**src/rtl/game_pkg.sv**
```systemverilog
// Shared screen geometry, entity-state layout and motion FSM encoding.
package game_pkg;

  localparam int unsigned LEFT = 144;
  localparam int unsigned TOP  = 35;
  localparam int unsigned TILE = 32;

  // Bounds for a 32x32 entity whose yPos is its bottom edge.
  localparam logic [9:0] X_MIN = 10'(LEFT);
  localparam logic [9:0] X_MAX = 10'(LEFT + 640 - TILE);
  localparam logic [9:0] Y_MIN = 10'(TOP + TILE - 1);
  localparam logic [9:0] Y_MAX = 10'(TOP + 480);

  localparam int unsigned ST_X_LSB  = 22;
  localparam int unsigned ST_Y_LSB  = 12;
  localparam int unsigned ST_XS_LSB = 7;
  localparam int unsigned ST_YS_LSB = 2;
  localparam int unsigned ST_XD_BIT = 1;
  localparam int unsigned ST_YD_BIT = 0;

  typedef struct packed {
    logic [9:0] x_pos;
    logic [9:0] y_pos;
    logic [4:0] x_speed;
    logic [4:0] y_speed;
    logic       x_dir;
    logic       y_dir;
  } entity_state_t;

  typedef enum logic [1:0] {
    LOAD   = 2'd0,
    IDLE   = 2'd1,
    MOVE_X = 2'd2,
    MOVE_Y = 2'd3
  } motion_state_e;

endpackage

```
**src/rtl/entity_motion_axis_step.sv**
```systemverilog
// One-axis step: advance position by speed in the current direction,
// clamp to [LO, HI] and reverse direction on a wall hit.
module axis_step #(
  parameter logic [9:0] LO = 10'd144,
  parameter logic [9:0] HI = 10'd752
) (
  input  logic [9:0] i_pos,
  input  logic [4:0] i_speed,
  input  logic       i_dir,
  output logic [9:0] o_pos,
  output logic       o_dir
);

  logic signed [10:0] w_next;

  always_comb begin
    if (i_dir) w_next = $signed({1'b0, i_pos}) + $signed({6'd0, i_speed});
    else       w_next = $signed({1'b0, i_pos}) - $signed({6'd0, i_speed});
    o_pos = w_next[9:0];
    o_dir = i_dir;
    if (w_next > $signed({1'b0, HI})) begin
      o_pos = HI;
      o_dir = 1'b0;
    end else if (w_next < $signed({1'b0, LO})) begin
      o_pos = LO;
      o_dir = 1'b1;
    end
  end

endmodule

```
**src/rtl/entity_motion.sv**
```systemverilog
// Per-frame entity motion: x step/bounce, then y gravity/jump/floor,
// published together on state_out with a one-cycle update_done pulse.
module entity_motion
  import game_pkg::*;
#(
  parameter bit         GRAVITY_EN = 1'b1,
  parameter logic [4:0] JUMP_SPEED = 5'd12,
  parameter logic [4:0] MAX_FALL   = 5'd8
) (
  input  logic        sim_clk,
  input  logic        reset,
  input  logic [31:0] init_state,
  input  logic        frame_tick,
  input  logic        jump,
  output logic [31:0] state_out,
  output logic        on_ground,
  output logic        update_done
);

  motion_state_e r_state, w_next_state;
  entity_state_t r_cur;
  logic [31:0]   r_out;
  logic          r_on_ground;
  logic          r_jump;
  logic          r_done;

  logic [9:0]    w_x_pos;
  logic          w_x_dir;
  logic [9:0]    w_y_pos;
  logic [4:0]    w_y_speed;
  logic          w_y_dir;
  logic          w_on_ground;
  logic [4:0]    w_ys_eff;
  logic          w_yd_eff;
  logic [10:0]   w_sum;

  axis_step #(.LO(X_MIN), .HI(X_MAX)) u_x_step (
    .i_pos   (r_cur.x_pos),
    .i_speed (r_cur.x_speed),
    .i_dir   (r_cur.x_dir),
    .o_pos   (w_x_pos),
    .o_dir   (w_x_dir)
  );

  always_ff @(posedge sim_clk or posedge reset) begin
    if (reset) r_state <= LOAD;
    else       r_state <= w_next_state;
  end

  always_comb begin
    w_next_state = r_state;
    unique case (r_state)
      LOAD:    w_next_state = IDLE;
      IDLE:    if (frame_tick) w_next_state = MOVE_X;
      MOVE_X:  w_next_state = MOVE_Y;
      MOVE_Y:  w_next_state = IDLE;
      default: w_next_state = LOAD;
    endcase
  end

  // Rising test uses y < Y_MIN + speed so the unsigned difference never wraps.
  always_comb begin
    w_ys_eff    = r_cur.y_speed;
    w_yd_eff    = r_cur.y_dir;
    w_sum       = '0;
    w_y_pos     = r_cur.y_pos;
    w_y_speed   = r_cur.y_speed;
    w_y_dir     = r_cur.y_dir;
    w_on_ground = 1'b0;
    if (GRAVITY_EN) begin
      w_on_ground = r_on_ground;
      if (r_jump && r_on_ground) begin
        w_ys_eff    = JUMP_SPEED;
        w_yd_eff    = 1'b1;
        w_on_ground = 1'b0;
      end
      w_y_dir = w_yd_eff;
      if (w_yd_eff) begin
        w_sum = {1'b0, r_cur.y_pos} - {6'd0, w_ys_eff};
        if ({1'b0, r_cur.y_pos} < ({1'b0, Y_MIN} + {6'd0, w_ys_eff})) begin
          w_y_pos   = Y_MIN;
          w_y_speed = '0;
          w_y_dir   = 1'b0;
        end else begin
          w_y_pos   = w_sum[9:0];
          w_y_speed = (w_ys_eff == 5'd0) ? 5'd0 : w_ys_eff - 5'd1;
          w_y_dir   = (w_ys_eff > 5'd1);
        end
      end else begin
        w_sum = {1'b0, r_cur.y_pos} + {6'd0, w_ys_eff};
        if (w_sum >= {1'b0, Y_MAX}) begin
          w_y_pos     = Y_MAX;
          w_y_speed   = '0;
          w_on_ground = 1'b1;
        end else begin
          w_y_pos     = w_sum[9:0];
          w_y_speed   = (w_ys_eff >= MAX_FALL) ? MAX_FALL : w_ys_eff + 5'd1;
          w_on_ground = 1'b0;
        end
      end
    end
  end

  always_ff @(posedge sim_clk or posedge reset) begin
    if (reset) begin
      r_cur       <= '0;
      r_out       <= '0;
      r_on_ground <= 1'b0;
      r_jump      <= 1'b0;
      r_done      <= 1'b0;
    end else begin
      r_done <= 1'b0;
      unique case (r_state)
        LOAD: begin
          r_cur       <= entity_state_t'(init_state);
          r_on_ground <= 1'b0;
          r_jump      <= 1'b0;
        end
        IDLE: begin
          if (frame_tick) r_jump <= jump & GRAVITY_EN;
        end
        MOVE_X: begin
          r_cur.x_pos <= w_x_pos;
          r_cur.x_dir <= w_x_dir;
        end
        MOVE_Y: begin
          r_cur.y_pos   <= w_y_pos;
          r_cur.y_speed <= w_y_speed;
          r_cur.y_dir   <= w_y_dir;
          r_on_ground   <= w_on_ground;
          r_jump        <= 1'b0;
          r_out         <= {r_cur.x_pos, w_y_pos, r_cur.x_speed, w_y_speed,
                            r_cur.x_dir, w_y_dir};
          r_done        <= 1'b1;
        end
        default: ;
      endcase
    end
  end

  assign state_out   = r_out;
  assign on_ground   = r_on_ground;
  assign update_done = r_done;

endmodule
```
**config.mk**
```make
export PLATFORM = sky130hd
export DESIGN_NAME = entity_motion
export DESIGN_NICKNAME = d
export VERILOG_FILES = /design/src/rtl/game_pkg.sv /design/src/rtl/entity_motion_axis_step.sv /design/src/rtl/entity_motion.sv
export SDC_FILE = /design/constraint.sdc
export NUM_CORES = 1
export LEC_CHECK = 0
export ABC_CLOCK_PERIOD_IN_PS = 3600
export CAP_MARGIN = 0
export CORE_MARGIN = 4
export CORE_UTILIZATION = 40
export DETAILED_ROUTE_END_ITERATION = 10
export GPL_ROUTABILITY_DRIVEN = 0
export PLACE_DENSITY = 0.72
export SYNTH_ARGS = -nofsm -noshare
export SYNTH_HDL_FRONTEND = slang
export SYNTH_SLANG_ARGS = --single-unit
export TNS_END_PERCENT = 5
```
**constraint.sdc**
```tcl
create_clock -name sim_clk -period 3.6 [get_ports sim_clk]
set_input_delay 0.72 -clock sim_clk [delete_from_list [all_inputs] [get_ports sim_clk]]
set_output_delay 0.72 -clock sim_clk [all_outputs]
set_load 0.005 [all_outputs]
```
# [Word-level counts from Yosys, hierarchy flattened]
# Index checks and enable logic that the tools add are counted.
[totals] regBits=69 mem_bits_ro=0 mem_count=0 latchBits=0 ram_bits=0 out_inout_bits=34 in_bits=36 elab_cells=71
[classes] order_cmp=6 n_bitwise=0 n_reduce_logical=10 n_mul=0 add_sub_neg=7 shifts=0 eq_ne=6 muxes=31 div_mod_pow=0
[ops] operator="10-bit 2-to-1 mux" n=5
[ops] operator="10-bit case mux with 2 select lines" n=2
[ops] operator="5-bit 2-to-1 mux" n=6
[ops] operator="10-bit by 5-bit adder with 11-bit output" n=2
[ops] operator="11-bit by 10-bit >= comparator with 1-bit output (second input constant)" n=1
[ops] operator="11-bit greater-than comparator (second input constant)" n=1
[ops] operator="11-bit by 9-bit less-than comparator with 1-bit output (second input constant)" n=1
[ops] operator="11-bit 2-to-1 mux" n=1
[ops] operator="10-bit by 5-bit subtractor with 11-bit output" n=1
[ops] operator="10-bit by 8-bit less-than comparator with 1-bit output" n=1
[ops] operator="1-bit 2-to-1 mux" n=10
[ops] operator="5-bit case mux with 2 select lines" n=1
[ops] operator="10-bit by 5-bit subtractor with 10-bit output" n=1
[ops] operator="7-bit by 5-bit adder with 8-bit output (first input constant)" n=1
[ops] operator="1-bit case mux with 2 select lines" n=4
[ops] operator="2-bit case mux with 3 select lines" n=1
[ops] operator="2-bit AND reduction" n=3
[ops] operator="2-bit nonzero test" n=3
[ops] operator="5-bit by 1-bit adder with 5-bit output (second input constant)" n=1
[ops] operator="5-bit by 4-bit >= comparator with 1-bit output (second input constant)" n=1
[ops] operator="5-bit by 1-bit greater-than comparator with 1-bit output (second input constant)" n=1
[ops] operator="5-bit zero test" n=1
[ops] operator="5-bit by 1-bit subtractor with 5-bit output (second input constant)" n=1
[ops] operator="2-bit == test (second input constant)" n=2
[ops] operator="other kinds (8)" n=8

# [Longest topological paths before layout]
# Gate-level depths: netlist of the first run.
[depth] depth_word=7 ltp_mapped=15 depth_no_buf=14

# [By module]
# From an unflattened synthesis of the first run, not the netlist that was laid out.
[unflattened] hier_cells=547 hier_area_um2=5112.4
[by_module_without_submodules] mod="entity_motion" instances=1 cells_each=420 area_per_inst_um2=4149.0 seq_area_each_um2=1726.7
[by_module_without_submodules] mod="axis_step" instances=1 cells_each=127 area_per_inst_um2=963.4 seq_area_each_um2=0.0

# [Worst setup path before layout of the first run]
# OpenSTA, ideal clock, no wires.
[synth_timing] kind="reg2reg" start="register r_cur[7] (netlist bit)" end="register r_cur[29] (netlist bit)" n_path_buf=1 required_ns=3.482 setup_slack_ns=0.123 period_less_slack_ns=3.477 arrival_time_ns=3.359 stages_incl_launch_ff=16 setup_ns=0.118 path_cell_list="dfrtp_1 inv_1 ha_1 nor3b_1 ha_1 mux2_2 ha_1 buf_6 a21oi_2 o211ai_2 a31o_1 a311oi_4 nand2_1 a221oi_2 a21oi_1 a21o_1"
[synth_via] elab_chain_cells=6 elab_cells_between_ends=8 cone_classes="add/sub: 2; order compare: 2; mux: 4"
[synth_lines] element="from (decl)" line_no="entity_motion.sv:21" text="entity_state_t r_cur;"
[synth_lines] element="from (signal assigned)" line_no="entity_motion.sv:115" text="r_cur <= entity_state_t'(init_state);"
[synth_lines] element="10-bit by 5-bit subtractor with 11-bit output / 10-bit by 5-bit adder with 11-bit output (equally long branches)" line_no="entity_motion_axis_step.sv:18, entity_motion_axis_step.sv:17"
[synth_lines] element="11-bit 2-to-1 mux (*)" line_no="entity_motion_axis_step.sv:17" text="if (i_dir) w_next = $signed({1'b0, i_pos}) + $signed({6'd0, i_speed});"
[synth_lines] element="11-bit by 9-bit less-than comparator with 1-bit output" line_no="entity_motion_axis_step.sv:24" text="end else if (w_next < $signed({1'b0, LO})) begin"
[synth_lines] element="10-bit 2-to-1 mux" line_no="entity_motion_axis_step.sv:24"
[synth_lines] element="10-bit 2-to-1 mux (*)" line_no="entity_motion_axis_step.sv:21" text="if (w_next > $signed({1'b0, HI})) begin"
[synth_lines] element="10-bit case mux with 2 select lines (*)" line_no="entity_motion.sv:113" text="unique case (r_state)"
# Mark *: on every way between the ends. The rest lies on a longest branch, timed or not.
# A chain may end at the register's enable or synchronous reset.

# [Worst setup path in the final report of the first run]
[layout_timing] start="register r_cur[7] (netlist bit)" end="register r_cur[30] (netlist bit)"
# The elaborated chain is that of the path after synthesis.

==> flow_summary.yaml, run 1 <==
status:
  run_status: "complete, no violations"
critical_path:
  end_kind: "flop"
  startpoint_type: "flop"
  required_ps: 3830
  cpLargestDelayFamily: "compound AO/OA/AOI/OAI gates"
  crit_buf_inv: 3
  worstReg2RegStart: "r_cur[7]"
  critPathLaunch: "r_cur[7]"
  slowest_stage: "dfrtp_1"
  path_max_fanout: 8
  worst-path-stages: 16
  worstRegToRegCells: 16
  path_cells: "inv_2 > ha_2 > nor3b_2 > ha_1 > mux2_2 > ha_4 > nand3_2 > o211ai_4 > buf_6 > xor2_4 > o2111ai_2 > o211ai_1 > a221oi_2 > buf_4 > and2b_1 > o22a_1"
  crit_path_max_incr_delay_ps: 380
  arrival_ps: 3730
  ff2ff_setup_slack_ps: 100
  worst-setup-path-type: "flop to flop"
run:
  maxCapViolCount: 0
timing:
  fin_setup_tns_ps: 0
  fin_crit_sh_pct: 97.2
  rsz0062_at_grt: "yes"
  hold_ws_ps: 483
  worst_pin_slew_ps: 812
  fin_skew_ps: 8.66
  final_hold_viol_count: 0
  clock.fmax_ghz: 0.286
  setup_viol: 0
  slew_viol_final: 0
  fin_crit_ps: 3500
  timing.slew.headroom_pct: 45.9
cells_and_area:
  drive_gt1_share_pct: 16.7
  num_antenna_cells: 0
  fillers: 1035
  fin_area_um2: 6200
  area_growth_pct: 28.2
  fin_util_pct: 53.4
  num-nets-final: 683
floorplan:
  die_h_um: 118
  rows: 39
  dieArea_um2: 13900
  dieWidth_um: 118
  initial_core_util_pct: 41.6
  ioPinCount: 70
  coreArea_um2: 11600
cts:
  cts_tree: "built"
  htreeDepth: 3
  cts.path.max_buffers: 2
  clk_latency_ps: 340
  clock-sinks: 69
  cts_hold_buf: 0
  numCtsBuffers: 9
  root_buffer: "clkbuf_16"
  path_clk_slew_ps: 50
placement:
  dpl_cell_area_um2: 5750
  portBuffers: 69
  place_hpwl_um: 9790
synthesis:
  syn_inst: 525
  synth-edff-count: 0
  synth.avg_cell_area_um2: 9.20
  yosys_warnings: 0
  yosys_most_used_dff: "dfrtp_1"
  ys_seq_area_share_pct: 35.7
  syn-num-nets: 604
  ys_seq_elements: 69
  yosysUniqueCellTypes: 76
  mappedNetlistArea_um2: 4830
  synthArstFlopShare_pct: 100
global_route:
  grt-ovfl-total: 0
  grt_usage_pct: 19.2
  grt_pass1_wl_um: 21900
  grt_pass1_vias: 4501
  antenna_found_initial: 0
  grt_max_degree: 55
drt:
  routed_via_density: 5.61
  vias: 4219
  drtIter0Drc: 238
  drc: 0
  antenna_left: 0
  drt-total-wl_um: 12900
  dr.pass1.iters: 5
  wl_per_cell_um: 17.2
hold_path:
  holdCritStartpoint: "state_out[6]"
  hold_class: "flop to flop"
  min_path_cells: 1
## what timing repair did
item | CTS | global route
cloned | 0 | 0
resized for setup | 2 | 21
endpoints found under the setup margin | 8 | 25
pin swaps | 2 | 9
setup buffers | 0 | 4
## routing by layer
layer  global-route usage, %  wire length (um)  vias to the layer above
met5                       0                 0                        -
met4                    6.96               290                        0
met3                    5.77               835                       26
met2                    33.1              6450                      141
met1                    22.6              5340                     2023
li1                        -                 -                     2029
## layout make-up
| type | count | area [um2] | area share [%] |
|---|---|---|---|
| Multi-Input combinational cell | 396 | 2980 | 48.1 |
| Sequential cell | 69 | 1730 | 27.9 |
| Timing Repair Buffer | 93 | 887 | 14.3 |
| Clock buffer | 9 | 225 | 3.63 |
| Tap cell | 143 | 179 | 2.89 |
| Inverter | 35 | 131 | 2.12 |
| Clock inverter | 7 | 66.3 | 1.07 |
## cells in the mapped netlist, drive strengths merged (6+ instances only)
library cell	instances	share of area, %
o211ai	6	1.0
xnor2	12	2.2
ha	39	10
a31oi	6	0.78
o21ai	23	2.4
a21o	11	1.7
nor2	61	4.9
a21oi	35	3.7
nor2b	7	0.96
xor2	12	2.2
mux2	23	5.4
o31ai	13	2.2
buf	8	1.1
nand2	43	3.3
dfrtp	69	36
clkbuf	17	1.3
inv	35	2.7
nand3	10	1.1
o21a	6	0.93
a211oi	6	0.93
nor3	11	1.2
## state kept, by name, summed over array words and instances (netlist names)
register     cells
r_state          2
on_ground        1
update_done      1
r_jump           1
state_out       32
r_cur           32
## layout by cell type, fill, tap and decap left out, types with 8 or more instances in the layout
cell type        synthesis  routed
xor2_1                  12      11
a21oi_1                 34      34
clkdlybuf4s50_1          0      69
nor3_1                  10       9
a21o_1                  11      11
nand3_1                  9       8
buf_4                    1      22
clkbuf_16                0       9
xnor2_1                 12      11
ha_1                    39      34
o31ai_1                 11      11
nand2_1                 43      42
inv_1                   34      31
dfrtp_1                 69      69
o21ai_0                 22      22
mux2_2                  23      23
nor2_1                  60      60
## per-stage QoR
step / worst slack, ps / std cells
6_report: 102 / 752
4_1_cts: 21.5 / 748
2_1_floorplan: 123 / 525
3_5_place_dp: -61.3 / 732
5_1_grt: -65.3 / 752
3_3_place_gp: 79.1 / 732
## worst paths after layout
check,end
max,r_cur[30]
min,state_out[6]
max reg2reg,r_cur[30]
min reg2reg,state_out[6]
max in group asynchronous,state_out[22]
min in group asynchronous,r_cur[8]
## cells by family (layout without fill, tap and decap cells)
family / after synthesis / count (layout) / share of synthesized area, %
mux: 25 / 25 / 5.77
fa+ha+maj: 43 / 43 / 11.8
compound gates: 143 / 143 / 21.2
flops: 69 / 69 / 35.7
xor+xnor: 24 / 24 / 4.35
simple gates: 161 / 161 / 16.0
buf+inv: 60 / 144 / 5.18
Power of run 1 is not shown: default switching activity piles up to over one toggle a cycle in this logic, so the estimate is an artifact.
==> inputs of run 2 (changes only) <==
--- a/config.mk
+++ b/config.mk
@@ -11,7 +11,7 @@
 export CORE_UTILIZATION = 40
 export DETAILED_ROUTE_END_ITERATION = 10
 export GPL_ROUTABILITY_DRIVEN = 0
-export PLACE_DENSITY = 0.72
+export PLACE_DENSITY_LB_ADDON = 0.1
 export SYNTH_ARGS = -nofsm -noshare
 export SYNTH_HDL_FRONTEND = slang
 export SYNTH_SLANG_ARGS = --single-unit
==> flow_summary.yaml, run 2 (same netlist as run 1, synthesis figures left out) <==
status:
  run_status: "complete, no violations"
global_route:
  met1_usage_pct: 29.3
  grt_usage_pct: 19.5
  grt_pass1_wl_um: 21700
  grt_max_degree: 70
  grt_pass1_vias: 4094
  use_met2_pct: 27.4
  grt_use_met3_pct: 5.05
  grt-ovfl-total: 0
  gr-max-usage-layer: "met1"
  antenna_found_initial: 0
critical_path:
  end_kind: "flop"
  path_max_fanout: 8
  startpoint_type: "flop"
  worst-setup-path-type: "flop to flop"
  arrival_ps: 3680
  required_ps: 3820
timing:
  fin_setup_tns_ps: 0
  fin_crit_sh_pct: 96.1
  timing.slew.headroom_pct: 38.3
  fin_crit_ps: 3460
  fin_skew_ps: 12.8
  worst_pin_slew_ps: 926
  setup_viol: 0
  clock.fmax_ghz: 0.289
  timing.final.ws_setup_ps: 139
  slew_viol_final: 0
  final_hold_viol_count: 0
drt:
  drtIter0Drc: 299
  dr.pass1.iters: 5
  routed_via_density: 5.59
  antenna_left: 0
  drt-total-wl_um: 13600
  drc: 0
  vias: 4265
  wl_per_cell_um: 17.9
floorplan:
  ioPinCount: 70
  coreArea_um2: 11600
  dieArea_um2: 13900
  die_h_um: 118
  rows: 39
  initial_core_util_pct: 41.6
  dieWidth_um: 118
cells_and_area:
  num-nets-final: 694
  multiInputGateArea_um2: 2980
  num_antenna_cells: 0
  fillers: 1076
  layout_common_cells: "clkdlybuf4s50_1, dfrtp_1, nor2_1"
  drive_gt1_share_pct: 17.7
  fin_area_um2: 6270
  seqCellArea_um2: 1730
  area_growth_pct: 29.8
  fin_cells: 763
cts:
  cts_tree: "built"
  numCtsBuffers: 9
  cts.path.max_buffers: 2
  clk_latency_ps: 340
  htreeDepth: 3
  clock-sinks: 69
  path_clk_slew_ps: 60
  root_buffer: "clkbuf_16"
placement:
  place_hpwl_um: 9760
  portBuffers: 69
  dpl_cell_area_um2: 5800
  pre_cts_ws_ps: -76.3
  dp.cells: 741
run:
  maxCapViolCount: 0
hold_path:
  hold_class: "flop to flop"
-- run 2: cell type report --
type                    count  share of cell area, %
clock buffers              10                   3.81
clock inverters             6                  0.997
inverters                  35                   2.09
multi-input cells         396                   47.5
flip-flops and latches     69                   27.5
well taps                 143                   2.85
repair buffers            104                   15.2
-- run 2: what timing repair did --
item | 4_1_cts | 5_1_grt
pin swaps | 2 | 8
endpoints found under the setup margin | 6 | 11
resized for setup | 2 | 19
setup buffers | 1 | 5
hold buffers | 0 | 0
-- run 2: worst max-delay path: stages, from the launching register on --
cell       delay, ps
dfrtp_1          380
inv_2            100
ha_4             150
nor3b_4          160
ha_1             250
mux2_2           290
ha_4             320
nand3_1           90
o211ai_2         250
buf_4            180
xor2_4           170
o2111ai_1        130
o211ai_1         270
a221oi_2         110
buf_4            170
and2b_1          150
o22a_1           150
-- run 2: worst paths after layout --
path	cells after the start	slack [ps]	from	end
max	16	140	r_cur[7]	r_cur[30]
max in group asynchronous	3	2010	reset	r_cur[6]
min reg2reg	1	480	state_out[6]	state_out[6]
max reg2reg	16	140	r_cur[7]	r_cur[30]
min	1	480	state_out[6]	state_out[6]
min in group asynchronous	3	970	reset	state_out[4]
-- run 2: metal layers --
layer	wire, um	share of wire [%]
met1	6850	50
met2	5710	42
met3	887	6.5
met4	178	1.3
met5	0	0
-- run 2: stage by stage --
stage	hold WS [ps]	utilization [%]
floorplan	465	-
global placement	463	50.0
detailed placement	469	50.0
CTS	481	52.7
global route	498	54.0
finish	476	54.0
Power of run 2 is left out for the same reason.
==> inputs of run 3 (changes only) <==
--- a/config.mk
+++ b/config.mk
@@ -5,10 +5,10 @@
 export SDC_FILE = /design/constraint.sdc
 export NUM_CORES = 1
 export LEC_CHECK = 0
-export ABC_CLOCK_PERIOD_IN_PS = 3600
+export ABC_CLOCK_PERIOD_IN_PS = 4200
 export CAP_MARGIN = 0
-export CORE_MARGIN = 4
 export CORE_UTILIZATION = 40
+export CTS_BUF_LIST = sky130_fd_sc_hd__clkbuf_4 sky130_fd_sc_hd__clkbuf_8
 export DETAILED_ROUTE_END_ITERATION = 10
 export GPL_ROUTABILITY_DRIVEN = 0
 export PLACE_DENSITY_LB_ADDON = 0.1
==> constraint.sdc (replaced) <==
create_clock -name sim_clk -period 4.2 [get_ports sim_clk]
set_input_delay 0.84 -clock sim_clk [delete_from_list [all_inputs] [get_ports sim_clk]]
set_output_delay 0.84 -clock sim_clk [all_outputs]
set_load 0.005 [all_outputs]
==> flow_summary.yaml, run 3 (same netlist as run 1, synthesis figures left out) <==
critical_path:
  worst-setup-path-type: "flop to flop"
  path_cells: "inv_1 > ha_1 > nor3b_1 > ha_1 > mux2_2 > ha_1 > a21oi_2 > o211ai_2 > a31o_1 > a311oi_4 > nand2_1 > a221oi_2 > a21oi_1 > a21o_1"
  cpLargestDelayFamily: "compound AO/OA/AOI/OAI gates"
  required_ps: 4450
  crit_top_cell: "ha_1"
  path_max_fanout: 8
  crit_path_max_incr_delay_ps: 570
  startpoint_type: "flop"
  end_kind: "flop"
  arrival_ps: 4110
  crit_buf_inv: 1
  slowest_stage: "a221oi_2"
timing:
  slew_viol_final: 0
  rsz0062_at_grt: "no"
  timing.slew.headroom_pct: 27.2
  fin_skew_ps: 12.4
  final_hold_viol_count: 0
  fin_crit_sh_pct: 91.9
  worst_pin_slew_ps: 1090
  fin_setup_tns_ps: 0
  fin_crit_ps: 3860
  clock.fmax_ghz: 0.259
  setup_viol: 0
cts:
  htreeDepth: 3
  clk_latency_ps: 360
  clock-sinks: 69
  cts_hold_buf: 0
  cts.path.max_buffers: 2
  numCtsBuffers: 9
  postCtsSetupBuffers: 0
  root_buffer: "clkbuf_8"
  ctsResizeCount: 0
  path_clk_slew_ps: 80
  cts_tree: "built"
global_route:
  grt_pass1_vias: 4054
  grt_max_degree: 53
  grt_pass1_wl_um: 21300
  antenna_found_initial: 0
  grt_usage_pct: 21.8
  grt-ovfl-total: 0
placement:
  portBuffers: 69
  place_hpwl_um: 9420
  dp.cells: 717
status:
  run_status: "finished, violations left"
  violations: "DRC"
floorplan:
  coreArea_um2: 11600
  dieArea_um2: 12500
  initial_core_util_pct: 41.6
  die_h_um: 112
  dieWidth_um: 112
  ioPinCount: 70
  rows: 39
cells_and_area:
  num-nets-final: 664
  area_growth_pct: 20.1
  layout_common_cells: "clkdlybuf4s50_1, dfrtp_1, nor2_1"
  fillers: 1098
  drive_gt1_share_pct: 11.0
  fin_util_pct: 50.0
  fin_cells: 733
  num_antenna_cells: 0
drt:
  drtIter0Drc: 274
  antenna_left: 0
  dr.pass1.iters: 8
  routed_via_density: 5.60
  drc: 4
  drt-total-wl_um: 12700
  wl_per_cell_um: 17.3
  vias: 4103
run:
  maxCapViolCount: 0
hold_path:
  hold_class: "flop to flop"
-- run 3: changes by cell type in the layout (fill, tap and decap cells not counted), moves of 2 or more --
cell	change
clkinv_4	-2
buf_4	-30
inv_2	-2
ha_2	-3
ha_1	+6
clkbuf_8	+10
clkbuf_16	-9
inv_1	+2
ha_4	-3
-- run 3: final timing paths --
path / from / slack [ps] / endpoint / depth (start not counted)
max: r_cur[7] / 340 / r_cur[29] / 14
min: state_out[6] / 480 / state_out[6] / 1
max reg2reg: r_cur[7] / 340 / r_cur[29] / 14
min reg2reg: state_out[6] / 480 / state_out[6] / 1
max in group asynchronous: reset / 2400 / r_state[0] / 3
min in group asynchronous: reset / 770 / state_out[4] / 2
-- run 3: routing by layer --
metal | share of wire, % | wire, um | up-vias | GRT usage [%]
met3 | 6.7 | 852 | 10 | 5.23
met5 | 0 | 0 | - | 0
met1 | 52 | 6550 | 1968 | 33.4
met4 | 0.87 | 111 | 0 | 5.32
li1 | - | - | 1976 | -
met2 | 41 | 5180 | 149 | 30.4
-- run 3: stage by stage --
step           hold WS [ps]  worst slack [ps]  area (um2)
3_5_place_dp            469               416        5620
6_report                482               340        5800
4_1_cts                 486               401        5800
3_3_place_gp            465               518        5620
2_1_floorplan           465               723        4830
5_1_grt                 502               100        5800
-- run 3: cell type report --
cell class / count / area [um2] / share of cell area, %
inverters: 35 / 131 / 2.26
clock inverters: 4 / 22.5 / 0.388
clock buffers: 12 / 159 / 2.74
repair buffers: 74 / 728 / 12.5
multi-input cells: 396 / 2860 / 49.2
flip-flops and latches: 69 / 1730 / 29.7
well taps: 143 / 179 / 3.08
Power of run 3 is left out for the same reason.
==> edit: new RTL, settings of run 3 <==
The parameter `JUMP_SPEED` goes from 5'd12 to 5'd11.
--- a/src/rtl/entity_motion.sv
+++ b/src/rtl/entity_motion.sv
@@ -6,3 +6,3 @@
   parameter bit         GRAVITY_EN = 1'b1,
-  parameter logic [4:0] JUMP_SPEED = 5'd12,
+  parameter logic [4:0] JUMP_SPEED = 5'd11,
   parameter logic [4:0] MAX_FALL   = 5'd8
Function: changed (Yosys sat finds a counterexample within 10 cycles, from zero or initial values and one cycle with reset high).
==> edit against run 3 <==
  * Final area grew 0.19%
  * Synthesized area grew 0.96%
  * Synthesized cell count fell by 1.1%
  * Sequential cell count is the same
  * Count of clock-buffer cells in the layout is the same
  * Setup slack worse by 0.035 ns
  * Wire length rose by 3.1%
  * Critical endpoint is now r_cur[4]$_DFFE_PP0P_
  * Highest routed layer unchanged
Power is left out: the tool's default activity adds up to more than one toggle a clock period on the data nets, which glitch-free logic cannot reach.
==> edit: results (changes against run 3) <==
- Setup Skew: 0.00888 ns (-0.00349 ns)
- Syn nets: 598 (-0.99%)
- Detailed-route via count: 4174 (+1.7%)
- Fill count: 1130 (+2.9%)
- Sink of the worst hold path: state_out[0]$_DFFE_PP0P_
- Slew headroom: 35.8% (+8.6 points)
- CP top delay family: simple AND/OR/NAND/NOR gates
- Reg-to-reg setup timing slack: 0.31 ns (-0.03 ns)
- Met1 usage: 31.6% (-1.8 points)
- Status: finished clean
- CP max stage delay: 0.47 ns (-0.10 ns)
- DRT iter0 DRCs: 221 (-19%)
- Worst EP arrival: 4.16 ns (+0.05 ns)
- Vias in the first global route: 4209 (+3.8%)
- Largest net degree at the start of global routing: 51 (-3.8%)
- Reg2Reg Depth: 13 (-1)
- Hold_sp: state_out[0]$_DFFE_PP0P_
- Worst Path Max Fanout: 12 (+4)
- Crit path from: on_ground$_DFFE_PP0P_
- Post-synthesis sequential area ratio: 35.4% (-0.34 points)
- Synth cell types: 74 (-2.6%)
- Reg2Reg Capture Point: r_cur[4]$_DFFE_PP0P_
- Drt drc: 0 (-4)
- Commonest cells in the netlist: dfrtp_1 (69), ha_1 (39), nor2_1 (39)
- GR Util met2: 33.7% (+3.4 points)
- Synth top area cells: dfrtp_1 (35%), ha_1 (10%), mux2_2 (5.1%)
- Met3 usage: 3.35% (-1.9 points)
[edit: cell types whose count changed after synthesis, moves of 4 or more]
cell,change
o211a_1,-4
nand2b_1,+5
nor2_1,-21
mux2i_1,+7
nand2_1,-10
a22oi_1,+5
buf_2,-4
o221ai_1,+4
nand3_1,+6
o31ai_1,-5
a211oi_1,-4
o21ai_0,+8
[edit: routing by layer]
layer | part of all wire, % | wire length, um | vias to the layer above
li1 | - | - | 2011
met1 | 49 | 6400 | 2041
met2 | 45 | 5890 | 104
met3 | 4.4 | 574 | 18
met4 | 1.7 | 224 | 0
met5 | 0 | 0 | -
[edit: cell type report]
type	count	area share (%)
multi-input combinational	391	49.4
timing repair buffer	74	12.5
sequential	69	29.7
inverter	37	2.39
clock inverter	2	0.172
clock buffer	12	2.73
tap	143	3.08
[edit: worst max path at each step]
stage,to,slack [ns],depth (start not counted)
after floorplan,r_cur[14]$_DFFE_PP0P_,0.63,13
after global placement,r_cur[4]$_DFFE_PP0P_,0.32,13
after detailed placement,r_cur[4]$_DFFE_PP0P_,0.33,13
after CTS,r_cur[4]$_DFFE_PP0P_,0.31,13
after global routing,r_cur[27]$_DFFE_PP0P_,0.07,14
final,r_cur[4]$_DFFE_PP0P_,0.31,13
[edit: per-stage QoR]
stage | util (%) | hold WS (ns) | cell area, sq um | std cells | worst slack, ns
6_report | 49.9 | 0.492 | 5820 | 728 | 0.305
5_1_grt | 49.9 | 0.519 | 5820 | 728 | 0.0696
4_1_cts | 49.8 | 0.498 | 5810 | 728 | 0.309
3_5_place_dp | 48.4 | 0.482 | 5640 | 714 | 0.331
3_3_place_gp | 48.4 | 0.475 | 5640 | 714 | 0.323
2_1_floorplan | - | 0.465 | 4880 | 519 | 0.629
[edit: what timing repair did]
action | CTS | global route
buffers inserted | 0 | 0
hold buffers | 0 | 0
gates resized for setup | 0 | 4
endpoints found under the setup margin | 0 | 8
[edit: cells by family (layout without fill, tap and decap cells)]
kind of cell	after synthesis	in the layout	share of synthesized area, %
AND/OR/NAND/NOR	142	142	14.7
adder cells (fa/ha/maj)	43	43	11.6
flip-flops	69	69	35.4
multiplexers	31	31	6.92
buffers and inverters	59	125	5.90
AO/OA/AOI/OAI	155	155	21.9
XOR/XNOR	20	20	3.59
[edit: worst reg2reg max path: stages, from the launching register on]
cell and delay [ns]:
dfrtp_1 0.42, nand2_1 0.24, nand2b_1 0.14, ha_1 0.24, fa_1 0.41, nor2b_2 0.18, o22a_2 0.21, and2_2 0.19
or4_1 0.47, o41ai_2 0.35, buf_4 0.25, nor3b_2 0.28, a221oi_1 0.16, o31ai_1 0.27
